## src/rtl/ram_dump_uart_if.sv

```systemverilog
// ram_dump_uart_if: start handshake, RAM read port and UART/status lines of the RAM dumper.
// master = the dumper itself (drives the RAM address and the serial line),
// slave  = the surrounding system (issues start, returns RAM read data).
interface ram_dump_uart_if;
  localparam int unsigned ADDR_W = 8;
  localparam int unsigned DATA_W = 8;

  logic              start;
  logic [ADDR_W-1:0] mem_addr;
  logic [DATA_W-1:0] mem_rdata;
  logic              tx;
  logic              busy;
  logic              done;

  modport master (
    input  start,
    input  mem_rdata,
    output mem_addr,
    output tx,
    output busy,
    output done
  );

  modport slave (
    output start,
    output mem_rdata,
    input  mem_addr,
    input  tx,
    input  busy,
    input  done
  );
endinterface

```

## src/rtl/ram_dump_uart.sv

```systemverilog
// ram_dump_uart: on a start pulse, reads RAM bytes 0..DEPTH-1 through a registered
// read port and sends each one over an 8N1 UART line, LSB first.
// Build option: define DUMP_HEADER_EN to prefix every dump with two framed header
// bytes (sync 0xA5, then DEPTH[7:0]); without it no header logic exists.
module ram_dump_uart #(
  parameter int unsigned CLKS_PER_BIT = 434,
  parameter int unsigned DEPTH        = 65
) (
  input  logic            clk,
  input  logic            reset,
  ram_dump_uart_if.master bus
);

  localparam int unsigned BAUD_W = 16;
  localparam int unsigned ADDR_W = 8;
  localparam int unsigned DATA_W = 8;
  localparam int unsigned BIT_W  = 3;

  localparam logic [BAUD_W-1:0] BAUD_LAST = BAUD_W'(CLKS_PER_BIT - 1);
  localparam logic [ADDR_W-1:0] ADDR_LAST = ADDR_W'(DEPTH - 1);
  localparam logic [BIT_W-1:0]  BIT_LAST  = BIT_W'(DATA_W - 1);

`ifdef DUMP_HEADER_EN
  localparam logic [DATA_W-1:0] HDR_SYNC_BYTE = 8'hA5;
  localparam logic [DATA_W-1:0] HDR_LEN_BYTE  = DATA_W'(DEPTH);

  // Which frame is on the wire: a header byte or RAM data.
  localparam logic [1:0] PH_DATA = 2'd0;
  localparam logic [1:0] PH_SYNC = 2'd1;
  localparam logic [1:0] PH_LEN  = 2'd2;
`endif

  typedef enum logic [3:0] {
    S_IDLE,
    S_FETCH,
    S_LOAD,
    S_START_BIT,
    S_DATA_BITS,
    S_STOP_BIT,
    S_DONE
`ifdef DUMP_HEADER_EN
    ,
    S_HDR_SYNC,
    S_HDR_LEN
`endif
  } state_t;

  state_t              state;
  logic [ADDR_W-1:0]   addr_cnt;
  logic [BAUD_W-1:0]   baud_cnt;
  logic [BIT_W-1:0]    bit_idx;
  logic [DATA_W-1:0]   shift_reg;
  logic                tx_r;
  logic                busy_r;
  logic                done_r;
  logic [ADDR_W-1:0]   mem_addr_r;
  logic                baud_last_c;
`ifdef DUMP_HEADER_EN
  logic [1:0]          hdr_phase;
`endif

  assign baud_last_c  = (baud_cnt == BAUD_LAST);

  assign bus.tx       = tx_r;
  assign bus.busy     = busy_r;
  assign bus.done     = done_r;
  assign bus.mem_addr = mem_addr_r;

  // Dump sequencer: address walk, RAM capture and UART bit framing.
  always_ff @(posedge clk) begin
    if (reset) begin
      state      <= S_IDLE;
      addr_cnt   <= '0;
      baud_cnt   <= '0;
      bit_idx    <= '0;
      shift_reg  <= '0;
      tx_r       <= 1'b1;
      busy_r     <= 1'b0;
      done_r     <= 1'b0;
      mem_addr_r <= '0;
`ifdef DUMP_HEADER_EN
      hdr_phase  <= PH_DATA;
`endif
    end else begin
      done_r <= 1'b0;
      case (state)
        S_IDLE: begin
          tx_r     <= 1'b1;
          busy_r   <= 1'b0;
          baud_cnt <= '0;
          if (bus.start) begin
            busy_r   <= 1'b1;
            addr_cnt <= '0;
`ifdef DUMP_HEADER_EN
            state      <= S_HDR_SYNC;
`else
            mem_addr_r <= '0;
            state      <= S_FETCH;
`endif
          end
        end

        // mem_addr was set on entry; the RAM registers it at the end of this cycle.
        S_FETCH: begin
          state <= S_LOAD;
        end

        S_LOAD: begin
          shift_reg <= bus.mem_rdata;
          tx_r      <= 1'b0;
          state     <= S_START_BIT;
        end

`ifdef DUMP_HEADER_EN
        S_HDR_SYNC: begin
          shift_reg <= HDR_SYNC_BYTE;
          hdr_phase <= PH_SYNC;
          tx_r      <= 1'b0;
          state     <= S_START_BIT;
        end

        S_HDR_LEN: begin
          shift_reg <= HDR_LEN_BYTE;
          tx_r      <= 1'b0;
          state     <= S_START_BIT;
        end
`endif

        S_START_BIT: begin
          if (baud_last_c) begin
            baud_cnt <= '0;
            bit_idx  <= '0;
            tx_r     <= shift_reg[0];
            state    <= S_DATA_BITS;
          end else begin
            baud_cnt <= baud_cnt + BAUD_W'(1);
          end
        end

        // The bit on the line is always shift_reg[0]; the next one is shift_reg[1].
        S_DATA_BITS: begin
          if (baud_last_c) begin
            baud_cnt  <= '0;
            shift_reg <= {1'b0, shift_reg[DATA_W-1:1]};
            if (bit_idx == BIT_LAST) begin
              tx_r  <= 1'b1;
              state <= S_STOP_BIT;
            end else begin
              bit_idx <= bit_idx + BIT_W'(1);
              tx_r    <= shift_reg[1];
            end
          end else begin
            baud_cnt <= baud_cnt + BAUD_W'(1);
          end
        end

        S_STOP_BIT: begin
          if (baud_last_c) begin
            baud_cnt <= '0;
`ifdef DUMP_HEADER_EN
            if (hdr_phase == PH_SYNC) begin
              hdr_phase <= PH_LEN;
              state     <= S_HDR_LEN;
            end else if (hdr_phase == PH_LEN) begin
              hdr_phase  <= PH_DATA;
              mem_addr_r <= addr_cnt;
              state      <= S_FETCH;
            end else
`endif
            if (addr_cnt == ADDR_LAST) begin
              done_r <= 1'b1;
              state  <= S_DONE;
            end else begin
              addr_cnt   <= addr_cnt + ADDR_W'(1);
              mem_addr_r <= addr_cnt + ADDR_W'(1);
              state      <= S_FETCH;
            end
          end else begin
            baud_cnt <= baud_cnt + BAUD_W'(1);
          end
        end

        // start is deliberately not looked at here; IDLE picks it up next cycle.
        S_DONE: begin
          busy_r <= 1'b0;
          state  <= S_IDLE;
        end

        default: begin
          tx_r   <= 1'b1;
          busy_r <= 1'b0;
          state  <= S_IDLE;
        end
      endcase
    end
  end

endmodule

```

## src/flat_wrapper.sv

```systemverilog
// flat-port wrapper written by rule: the top's interface ports become plain ports
module ram_dump_uart_flat 
#(
  parameter int unsigned CLKS_PER_BIT = 434,
  parameter int unsigned DEPTH        = 65
)
  (clk, reset, bus_start, bus_mem_rdata, bus_mem_addr, bus_tx, bus_busy, bus_done);
  ram_dump_uart_if bus_i ();
  input  logic clk;
  input  logic reset;
  input wire logic [$bits(bus_i.start)-1:0] bus_start;
  input wire logic [$bits(bus_i.mem_rdata)-1:0] bus_mem_rdata;
  output wire logic [$bits(bus_i.mem_addr)-1:0] bus_mem_addr;
  output wire logic [$bits(bus_i.tx)-1:0] bus_tx;
  output wire logic [$bits(bus_i.busy)-1:0] bus_busy;
  output wire logic [$bits(bus_i.done)-1:0] bus_done;
  assign bus_i.start = bus_start;
  assign bus_i.mem_rdata = bus_mem_rdata;
  assign bus_mem_addr = bus_i.mem_addr;
  assign bus_tx = bus_i.tx;
  assign bus_busy = bus_i.busy;
  assign bus_done = bus_i.done;
  ram_dump_uart #(.CLKS_PER_BIT(CLKS_PER_BIT), .DEPTH(DEPTH)) u_core (.clk(clk), .reset(reset), .bus(bus_i));
endmodule
```

## config.mk

```make
export PLATFORM = sky130hd
export DESIGN_NAME = ram_dump_uart_flat
export DESIGN_NICKNAME = d
export VERILOG_FILES = /design/src/rtl/ram_dump_uart_if.sv /design/src/rtl/ram_dump_uart.sv /design/src/flat_wrapper.sv
export SDC_FILE = /design/constraint.sdc
export NUM_CORES = 1
export LEC_CHECK = 0
export BUFFER_PORTS_ARGS = -buffer_cell sky130_fd_sc_hd__clkbuf_2
export CORE_UTILIZATION = 25
export CTS_CLUSTER_DIAMETER = 40
export DETAILED_ROUTE_END_ITERATION = 10
export PLACE_DENSITY = 0.46
export SLEW_MARGIN = 20
export SYNTH_ARGS = -nofsm -noshare
export SYNTH_HDL_FRONTEND = slang
export SYNTH_SLANG_ARGS = --single-unit
```

## constraint.sdc

```tcl
create_clock -name clk -period 2 [get_ports clk]
set_input_delay 0.3 -clock clk [delete_from_list [all_inputs] [get_ports clk]]
set_output_delay 0.3 -clock clk [all_outputs]
set_load 0.01 [all_outputs]
```

==> flow_summary.yaml <==
outcome:
  run_status: "finished with violations"
  violations: "design-rule violations"
die:
  die_h_um: 97.9
  rows: 34
  coreArea_um2: 8810
  io-pin-count: 22
  die_area_um2: 9580
  die_x_um: 97.9
  initial_core_util_pct: 26.1
timing:
  period_share_pct: 92.2
  max_slew_margin_pct: 51.8
  slew_viol_final: 0
  setup_viol: 0
  final.min_clock_period_ns: 1.84
  fin_ws_ns: 0.155
  fmax_mhz: 542
  hold_viol_final: 0
  fin_tns_setup_ns: 0
  rsz0062_at_grt: "no"
  worstMarginPinSlew_ns: 0.718
  holdWs_ns: 0.317
  fin_skew_ns: 0.00841
worst_setup_path:
  critPathMaxFanout: 9
  worstPathArrival_ns: 2.08
  endpoint_kind: "flip-flop"
  cp-start-kind: "flip-flop"
  worstSetupPathType: "flip-flop to flip-flop"
  cp_num_buf_inv: 1
  crit_slowest_cell: "dfxtp_1"
  cpPeakStageDelay_ns: 0.36
  crit_required_ns: 2.23
  crit_chain: "ha_1, nor4b_2, and4_1, buf_4, nand2_1, or3_1, a21oi_1"
  cpLargestDelayFamily: "simple AND/OR/NAND/NOR gates"
flow_run:
  cap_viol_max_count: 0
placed_design:
  numPortBuffers: 21
  hpwlAfterDp_um: 4340
  gpl.final_weighted_congestion: 0.767
  dpl_cell_area_um2: 2700
  post-place-ws_ns: 0.0934
synthesis:
  syn_inst: 277
  synth-edff-count: 0
  synth_area_leader_cell: "dfxtp_1"
  synth_seq_cells: 41
  ys_types: 53
  synthFlopType: "dfxtp_1"
  synth_common_cells: "dfxtp_1 (41), nor2_1 (27), nand2_1 (25)"
  synth_area_leaders: "dfxtp_1 (36%), mux2i_1 (5.2%), nor2_1 (4.4%)"
  yosysWarnings: 0
  yosysMostFrequentCell: "dfxtp_1"
  syn_avg_cell_area_um2: 8.30
  syn_nets: 294
  syn_area_um2: 2300
  synth_top_area_share_pct: 35.7
  async_flop_share_pct: 0
  ys_seq_area_share_pct: 35.7
clocking:
  cts-root-buf: "clkbuf_8"
  htreeDepth: 2
  cts_tree: "done"
  cts_made_buffers: 5
  clkSlewWorstSetupHoldPaths_ns: 0.08
  clock-sinks: 41
  worstSkewPairLatency_ns: 0.30
  clock_path_buffers: 2
detailed_routing:
  post_drt_via_cell_ratio: 5.10
  avgRoutedWirePerCell_um: 14.0
  wl_um: 6020
  ant_nets: 0
  remaining_drc_errors: 3
  drt_iter0_drc: 119
  num_vias: 2196
  dr.pass1.iters: 8
cells_and_area:
  nets: 339
  drive_gt1_share_pct: 24.1
  largest_reg_flops: 16
  final_cell_area_um2: 2860
  diodes: 0
  area_growth_pct: 24.2
worst_hold_path:
  hold_class: "input port to flip-flop"
power:
  power_leakage_nw: 1.15
  peakVddDrop_v: 0.000250
  p_per_area_nw_per_um2: 730
grt:
  grt_max_degree: 19
  antenna_found_initial: 0
  grt_overflow: 0
  first_global_vias: 2061
  grt.total_usage_pct: 13.2
  grt_first_pass_wirelength_um: 10200
-- path summary, 6_finish.rpt --
| check | startpoint | to | slack [ns] | cells after the start |
|---|---|---|---|---|
| setup reg to reg | u_core.baud_cnt[0] | u_core.bus.mem_addr[3] | 0.16 | 7 |
| setup / recovery | u_core.baud_cnt[0] | u_core.bus.mem_addr[3] | 0.16 | 7 |
| hold / removal | bus_mem_rdata[2] | u_core.shift_reg[2] | 0.32 | 3 |
| hold reg to reg | u_core.shift_reg[7] | u_core.shift_reg[7] | 0.51 | 2 |
-- cell type report --
| class | count | area (um2) |
|---|---|---|
| inverters | 9 | 33.8 |
| repair buffers | 58 | 384 |
| fillers | 932 | 5950 |
| multi-input cells | 207 | 1370 |
| flip-flops and latches | 41 | 821 |
| clock buffers | 7 | 86.3 |
| clock inverters | 1 | 30.0 |
| well taps | 108 | 135 |
-- kinds of logic (layout without fill, tap and decap cells) --
family	count (synthesis)	in the layout	share of synthesized area (%)
buf+inv	29	75	5.44
simple gates	107	107	25.0
flops	41	41	35.7
mux	12	12	5.23
xor+xnor	4	4	1.52
compound gates	78	78	23.8
fa+ha+maj	6	6	3.27
-- per-layer routing --
layer | routed length (um) | track usage, %
met1 | 3000 | 18.5
met2 | 2730 | 20.6
met3 | 228 | 2.65
met4 | 63 | 3.61
met5 | 0 | 0
-- through the flow --
step / utilization [%] / total power, W / instances
floorplan: - / 0.00122 / 277
finish: 32.4 / 0.00208 / 431
CTS: 32.0 / 0.00211 / 428
global placement: 30.7 / 0.00139 / 420
global route: 32.4 / 0.00220 / 431
detailed placement: 30.7 / 0.00139 / 420
-- placed cells by master (no fill, tap or decap), types with 9 or more instances in the layout --
| cell | instances |
|---|---|
| inv_1 | 9 |
| clkbuf_2 | 21 |
| dfxtp_1 | 41 |
| nand4_1 | 9 |
| nor2_1 | 27 |
| nand2_1 | 25 |
| a21oi_1 | 19 |
| buf_4 | 35 |
| mux2i_1 | 12 |
-- report_power, final --
group	leakage (nW)	switching [W]	internal (W)	total, W
logic	0.760	0.000288	0.000185	0.000473
registers	0.332	0.0000394	0.000863	0.000902
clock network	0.0585	0.000301	0.000407	0.000709
total	1.15	0.000629	0.00145	0.00208
-- repair_timing --
action,in CTS,in global routing
resized for setup,0,4
hold buffers,0,0
setup buffers,0,2
endpoints found under the setup margin,0,11
-- worst register-to-register path, cell delays in order, from the launching register on --
cell     delay (ns)
dfxtp_1        0.36
ha_1           0.16
nor4b_2        0.21
and4_1         0.30
buf_4          0.21
nand2_1        0.08
or3_1          0.34
a21oi_1        0.14
No activity file was read; power rests on OpenSTA's default activity.
